<file path="config.mk">
export PLATFORM = sky130hd
export DESIGN_NAME = pc_fetch_ctrl
export DESIGN_NICKNAME = d
export VERILOG_FILES = /design/src/rtl/pc_fetch_ctrl.sv
export SDC_FILE = /design/constraint.sdc
export NUM_CORES = 1
export LEC_CHECK = 0
export ABC_AREA = 1
export CAP_MARGIN = 10
export CORE_MARGIN = 5
export CORE_UTILIZATION = 50
export CTS_CLUSTER_DIAMETER = 40
export DETAILED_ROUTE_END_ITERATION = 8
export HOLD_SLACK_MARGIN = 0.15
export PLACE_DENSITY = 0.75
export SYNTH_ARGS = -nofsm -noshare
export SYNTH_HDL_FRONTEND = slang
export SYNTH_SLANG_ARGS = --single-unit
</file>
<file path="constraint.sdc">
create_clock -name clk -period 3.55 [get_ports clk]
set_clock_uncertainty 0.15 [all_clocks]
set_input_delay 0.5325 -clock clk [delete_from_list [all_inputs] [get_ports clk]]
set_output_delay 0.5325 -clock clk [all_outputs]
set_load 0.01 [all_outputs]
</file>
<file path="src/rtl/pc_fetch_ctrl.sv">
`default_nettype none
// ============================================================================
// Module      : pc_fetch_ctrl
// Description : Program counter and fetch control with a start/done run
//               handshake, label lookup hand-off and a return-address stack.
// Revision    : 1.0 - initial release
// ============================================================================
module pc_fetch_ctrl #(
    parameter int PC_W      = 12,
    parameter int LABEL_W   = 8,
    parameter int START_PC  = 0,
    parameter int RAS_DEPTH = 4
) (
    input  logic                           clk,
    input  logic                           reset,
    input  logic                           start,
    input  logic                           stall,
    input  logic                           halt,
    input  logic                           br_en,
    input  logic                           br_uncond,
    input  logic                           flag,
    input  logic                           call,
    input  logic                           ret,
    input  logic [LABEL_W-1:0]             label,
    input  logic [PC_W-1:0]                lut_next_pc,
    output logic [LABEL_W-1:0]             lut_label,
    output logic [PC_W-1:0]                pc,
    output logic                           running,
    output logic                           done,
    output logic                           ras_err,
    output logic [$clog2(RAS_DEPTH):0]     ras_depth
);

    localparam int c_IDX_W   = $clog2(RAS_DEPTH);
    localparam int c_DEPTH_W = c_IDX_W + 1;
    localparam logic [PC_W-1:0]      c_START = PC_W'(START_PC);
    localparam logic [c_DEPTH_W-1:0] c_FULL  = c_DEPTH_W'(RAS_DEPTH);
    localparam logic [c_DEPTH_W-1:0] c_ONE   = c_DEPTH_W'(1);
    localparam logic [PC_W-1:0]      c_PC_ONE = PC_W'(1);

    typedef enum logic [1:0] {
        ST_IDLE = 2'd0,
        ST_RUN  = 2'd1,
        ST_HALT = 2'd2
    } state_t;

    state_t                 r_state;
    logic [PC_W-1:0]        r_pc;
    logic                   r_running;
    logic                   r_done;
    logic                   r_err;
    logic [c_DEPTH_W-1:0]   r_depth;
    logic [PC_W-1:0]        r_ras [RAS_DEPTH];

    logic [PC_W-1:0]        w_pc_inc;
    logic [c_DEPTH_W-1:0]   w_depth_m1;
    logic [PC_W-1:0]        w_top;
    logic                   w_full;
    logic                   w_empty;
    logic                   w_taken;
    logic                   w_active;
    logic                   w_push;

    // Modulo-2^PC_W increment; the same value is what a call pushes.
    assign w_pc_inc   = r_pc + c_PC_ONE;
    assign w_depth_m1 = r_depth - c_ONE;
    assign w_top      = r_ras[w_depth_m1[c_IDX_W-1:0]];
    assign w_full     = (r_depth == c_FULL);
    assign w_empty    = (r_depth == '0);
    assign w_taken    = br_en & (br_uncond | flag);
    assign w_active   = (r_state == ST_RUN) & ~reset & ~stall;
    assign w_push     = w_active & ~halt & call & ~w_full;

    always_ff @(posedge clk) begin
        if (reset) begin
            r_state   <= ST_IDLE;
            r_pc      <= c_START;
            r_running <= 1'b0;
            r_done    <= 1'b0;
            r_depth   <= '0;
            r_err     <= 1'b0;
        end else if (!stall) begin
            case (r_state)
                ST_IDLE, ST_HALT: begin
                    if (start) begin
                        r_state   <= ST_RUN;
                        r_pc      <= c_START;
                        r_running <= 1'b1;
                        r_done    <= 1'b0;
                        r_depth   <= '0;
                        r_err     <= 1'b0;
                    end
                end
                ST_RUN: begin
                    if (halt) begin
                        r_state   <= ST_HALT;
                        r_running <= 1'b0;
                        r_done    <= 1'b1;
                    end else if (call) begin
                        // A call on a full stack still jumps; only the push is lost.
                        if (!w_full) begin
                            r_depth <= r_depth + c_ONE;
                        end else begin
                            r_err <= 1'b1;
                        end
                        r_pc <= lut_next_pc;
                    end else if (ret) begin
                        if (!w_empty) begin
                            r_pc    <= w_top;
                            r_depth <= w_depth_m1;
                        end else begin
                            r_err <= 1'b1;
                            r_pc  <= w_pc_inc;
                        end
                    end else if (w_taken) begin
                        r_pc <= lut_next_pc;
                    end else begin
                        r_pc <= w_pc_inc;
                    end
                end
                default: begin
                    r_state   <= ST_IDLE;
                    r_running <= 1'b0;
                    r_done    <= 1'b0;
                end
            endcase
        end
    end

    // Stack storage needs no reset: only entries below r_depth are ever read.
    always_ff @(posedge clk) begin
        if (w_push) begin
            r_ras[r_depth[c_IDX_W-1:0]] <= w_pc_inc;
        end
    end

    assign lut_label = label;
    assign pc        = r_pc;
    assign running   = r_running;
    assign done      = r_done;
    assign ras_err   = r_err;
    assign ras_depth = r_depth;

endmodule
`default_nettype wire

</file>
# Word-level counts from Yosys, hierarchy flattened

Memory sizes are Yosys's and may differ from the RTL's.
Cells that the tools add are included.
W data, S select, Z words.

Bits in registers: 20
Latch bits: 0
Bits in writable memories: 48
Bits in read-only memories: 0
Input port bits: 30
Word-level logic and storage cells: 71
Memories: 1

Memories:

| name  | words | bits a word | rd ports | clocked after Yosys merged registers in | wr ports | line | text |
|---|---|---|---|---|---|---|---|
| r_ras | 4     | 12          | 1        | 0                                       | 1        | 53   | `logic [PC_W-1:0] r_ras [RAS_DEPTH];` |

$add $sub $neg: 3
$mul: 0
Divide/modulo/power cells: 0
$lt $le $gt $ge: 0
Equal/unequal tests: 11
Shift-type cells: 0
Muxes and demuxes: 31
Bitwise gates (word level): 11
Reductions and logical operators: 8

Operator list:

| kind                    | number |
|---|---|
| $mux W12                | 6 |
| $pmux W12 S2            | 1 |
| $mux W3                 | 6 |
| $ne A3 B3 Y1 const B    | 5 |
| $reduce_and A7 Y1       | 2 |
| $add A12 B1 Y12 const B | 1 |
| $mux W1                 | 11 |
| $and A1 B1 Y1           | 6 |
| $ne A2 B2 Y1 const B    | 3 |
| $pmux W1 S2             | 3 |
| $pmux W3 S2             | 1 |
| $mux W2                 | 2 |
| $not A1 Y1              | 4 |
| $pmux W2 S2             | 1 |
| $reduce_and A4 Y1       | 1 |
| $add A3 B1 Y3 const B   | 1 |
| $eq A3 B3 Y1 const B    | 1 |
| $logic_not A3 Y1        | 1 |
| $reduce_and A3 Y1       | 1 |
| $sub A3 B1 Y3 const B   | 1 |
| $eq A2 B1 Y1 const B    | 1 |
| $eq A2 B2 Y1 const B    | 1 |
| $logic_not A2 Y1        | 1 |
| $reduce_bool A2 Y1      | 1 |
| other kinds (2)         | 2 |

# Depth between registers and ports, before layout

Depth after elaboration: 8
Mapped depth: 13

# Least setup slack after synthesis

No wires, ideal clock.

Kind: register -> register
From: reg r_depth[0], in the netlist ras_depth[0]
To: mem r_ras[1][0] (enable)
Setup time: 380 ps
Data arrival time: 1931 ps
Setup slack: 1088 ps
Cell stages (with the launch flop): 10
Buffers on the path: 2
Clock period less this slack: 2462 ps
Path through: dfxtp_1 > buf_2 > inv_2 > buf_4 > ha_1 > inv_1 > o21ai_0 > nor2_1 > nand2_1 > nor2_1

Word-level cells in the longest chain between the ends: 5

Ends and longest elaborated chain:

| element                       | line | text |
|---|---|---|
| start: declaration            | 52   | `logic [c_DEPTH_W-1:0] r_depth;` |
| start signal: assignment      | 102  | `r_depth <= r_depth + c_ONE;` |
| start signal: assignment      | 110  | `r_depth <= w_depth_m1;` |
| $eq A3 B3 Y1                  | 68   | `assign w_full = (r_depth == c_FULL);` |
| $not A1 Y1                    | 72   | `assign w_push = w_active & ~halt & call & ~w_full;` |
| $and A1 B1 Y1                 | 72   |  |
| $mux W1                       | 132  | `if (w_push) begin` |
| $mux W1 (implied by the code) | 133  | `r_ras[r_depth[c_IDX_W-1:0]] <= w_pc_inc;` |
| end: declaration              | 53   |  |

Several ways; a longest one is shown, not always the timed one.

# Worst setup path after layout

From: reg r_depth[0], in the netlist ras_depth[0]
To: reg r_pc[8], in the netlist pc[8]

Word-level cells in the longest chain between the ends: 7
Elaborated cells on any way between the ends: 8

Ends and longest elaborated chain:

| element                | line | text |
|---|---|---|
| $sub A3 B1 Y3          | 66   | `assign w_depth_m1 = r_depth - c_ONE;` |
| $mem_v2 Z4 W12         | n/a  |  |
| $mux W12 (*)           | 108  | `if (!w_empty) begin` |
| $mux W12 (*)           | 107  | `end else if (ret) begin` |
| $mux W12 (*)           | 99   | `end else if (call) begin` |
| $mux W12 (*)           | 95   | `if (halt) begin` |
| $pmux W12 S2 (*)       | 83   | `case (r_state)` |
| end signal: assignment | 87   | `r_pc <= c_START;` |
| end signal: assignment | 106  | `r_pc <= lut_next_pc;` |
| end signal: assignment | 109  | `r_pc <= w_top;` |
| end: declaration       | 48   | `logic [PC_W-1:0] r_pc;` |

Every way passes the cells marked *; elsewhere a longest branch is shown, timed or not. The select of a mux whose other input is x is not followed.
A chain may end at the register's enable or synchronous reset.

==> summary.txt <==
Tot GR Track Use -> 19.76%
Met1 Track Usage GR -> 29.45%
Hold path startpoint -> running$_SDFFE_PP0P_
Initial antenna violation count -> 0
Post-synthesis area per instance -> 8.579 µm²
Total grt overflow -> 0
Clk Latency, worst-skew pair -> 340 ps
TritonCTS Buffers -> 9
Crit Path Max Fanout -> 28
Cts hold-fix bufs -> 0
Most common cell on crit path -> nand2_1
Post-CTS Resized -> 0
Slowest stage delay, CP -> 700 ps
Overall Power -> 1.792 mW
Routability cong. -> 0.8202
Final Max Slew Viols -> 0
Via density -> 5.505
Drt first pass iters -> 7
Post-synthesis cell type count -> 34
Fin. Hold Viols -> 0
Setup crit end kind -> flop
Max VDD drop -> 0.2032 mV
Status -> complete, no violations
Syn Std Cell Area -> 3466 µm²
Worst-Margin Slew -> 559.1 ps
Synthesis-to-finish area growth -> 18.48%
Largest net degree at the start of global routing -> 29
Final wirelength -> 8.110 mm
Core area -> 6756 µm²
Max-Cap Viols -> 0
Post-route ant nets -> 0
First-pass GRT wire length -> 13.37 mm
Worst slew margin -> 62.46%
Sequential area share after synthesis -> 52.56%
Final critical-path required period -> 2568 ps
WS Path Type -> reg -> reg
DR WL/cell -> 15.45 µm
Die Area -> 8697 µm²
Die width -> 93.26 µm
Iteration-0 DRC Markers -> 253
CP startpoint -> ras_depth[0]$_SDFFE_PP0P_
Synth warn -> 0
Clock sink count -> 67
I/O pins -> 56
FP Rows -> 30
Antenna diodes -> 0
Yosys reg bits -> 67
Nets -> 476
IO Port Bufs -> 39
Root Driver -> clkbuf_8
CTS tree -> done
H-tree Lvls -> 3
CP Data Arrival Time -> 2690 ps
WP data required -> 3670 ps
Die H -> 93.26 µm
Post-CTS setup buffer count -> 0
Crit-path slowest cell -> ha_1
Post-Synthesis Cells -> 404
Unrepaired setup endpoints after global routing -> false
Worst Hold Class -> reg -> reg
Reg clk slew, reported paths -> 80 ps
Power Dens Cells -> 436.5 nW/µm²
Met3 Use GR -> 3.138%
Startpoint type of the worst setup path -> flop
# setup viols final -> 0
Routed via count -> 2890
Vias in the first global route -> 2695
GRT busiest layer -> met1
Clock Tree Buf Depth -> 2
Crit Reg-Reg Startpoint -> ras_depth[0]$_SDFFE_PP0P_
Tcrit/Tclk final -> 72.35%
Number of remaining DRC errors -> 0
Met2 usage -> 28.89%
Maximum clock rate -> 389.4 MHz
Worst-path cell chain -> inv_2 > ha_1 > clkinv_1 > nand3_1 > nand2_1 > a21oi_1 > nand3_1 > nand2_1 > nand2_1 > a21oi_1
Initial Utilization -> 51.30%
Hold slack -> 321.0 ps
Final HPWL DP -> 5.845 mm
Syn_nets -> 440
Share of cells above drive strength 1 -> 9.663%
Leakage -> 1.545 nW
Final TNS setup -> 0 ps
-- routing by layer --
layer  share of wire (%)  vias up
met1                  49     1332
met3                 7.0       11
met2                  43      132
li1                    -     1415
met5                   0        -
met4                 1.5        0
-- cell usage after synthesis, drive strengths merged --
library cell / count / area share [%]
nor3: 2 / 0.29
nand2: 109 / 12
clkbuf: 2 / 0.25
xor2: 4 / 1.2
nand3: 46 / 6.9
ha: 6 / 2.2
nor2: 50 / 6.1
edfxtp: 48 / 42
o221ai: 1 / 0.25
nand3b: 2 / 0.43
a22oi: 1 / 0.22
dfxtp: 19 / 11
nand4: 1 / 0.18
a211oi: 2 / 0.43
or2: 3 / 0.54
xnor2: 4 / 1.0
inv: 33 / 3.6
clkinv: 1 / 0.11
buf: 18 / 3.2
a32oi: 2 / 0.51
a21oi: 29 / 4.4
o211ai: 6 / 1.3
o21ai: 15 / 2.2
-- stage by stage --
step	cells	util [%]	area (µm²)	worst slack (ps)
2_1_floorplan	404	-	3466	1088
3_3_place_gp	509	57.44	3881	986.9
3_5_place_dp	509	57.44	3881	955.9
4_1_cts	525	60.78	4106	1038
5_1_grt	525	60.78	4106	669.1
6_report	525	60.78	4106	981.7
-- cell usage in the layout (no fill, tap or decap), drive strengths merged, types with 6 or more instances in the layout --
master / count
o211ai: 6
ha: 6
clkdlybuf4s50: 39
nor2: 50
buf: 6
dfxtp: 19
nand2: 109
nand3: 46
o21ai: 15
clkbuf: 9
inv: 34
a21oi: 29
edfxtp: 48
-- layout make-up --
cell class / count / area, µm²
clock inverter: 7 / 101.3
fill: 582 / 2650
clock buffer: 9 / 123.9
tap: 80 / 100.1
inverter: 34 / 127.6
multi-input combinational: 283 / 1396
sequential: 67 / 1822
timing repair buffer: 45 / 435.4
-- kinds of logic after synthesis --
| family | count (synthesis) | share of synthesized area, % |
|---|---|---|
| compound gates | 56 | 9.278 |
| xor+xnor | 8 | 2.238 |
| fa+ha+maj | 6 | 2.166 |
| buf+inv | 54 | 7.148 |
| flops | 67 | 52.56 |
| simple gates | 213 | 26.61 |
-- power breakdown --
| group | switching (mW) | total [mW] | internal [mW] |
|---|---|---|---|
| Clock | 0.309 | 0.708 | 0.400 |
| Combinational | 0.144 | 0.235 | 0.0917 |
| Sequential | 0.0100 | 0.849 | 0.838 |
| Total | 0.462 | 1.79 | 1.33 |
-- state kept, by name (all words and copies together), names as in the netlist --
register,flops
pc,12
r_ras,48
r_state,2
ras_depth,3
ras_err,1
running,1
-- worst max-delay path, delay by kind of cell, from the launching register on --
family / cells / cell delay, ps
AO/OA/AOI/OAI: 2 / 270
AND/OR/NAND/NOR: 5 / 470
flip-flops: 1 / 350
buffers and inverters: 2 / 560
adder cells (fa/ha/maj): 1 / 700
-- path summary, 6_finish.rpt --
kind                                        endpoint  slack [ps]  depth (start not counted)
worst max-delay path              pc[8]$_SDFFE_PP0P_         980                         10
worst max register to register    pc[8]$_SDFFE_PP0P_         980                         10
worst min-delay path            running$_SDFFE_PP0P_         320                          2
worst min register to register  running$_SDFFE_PP0P_         320                          2
Power figures use the tool's default switching activity.
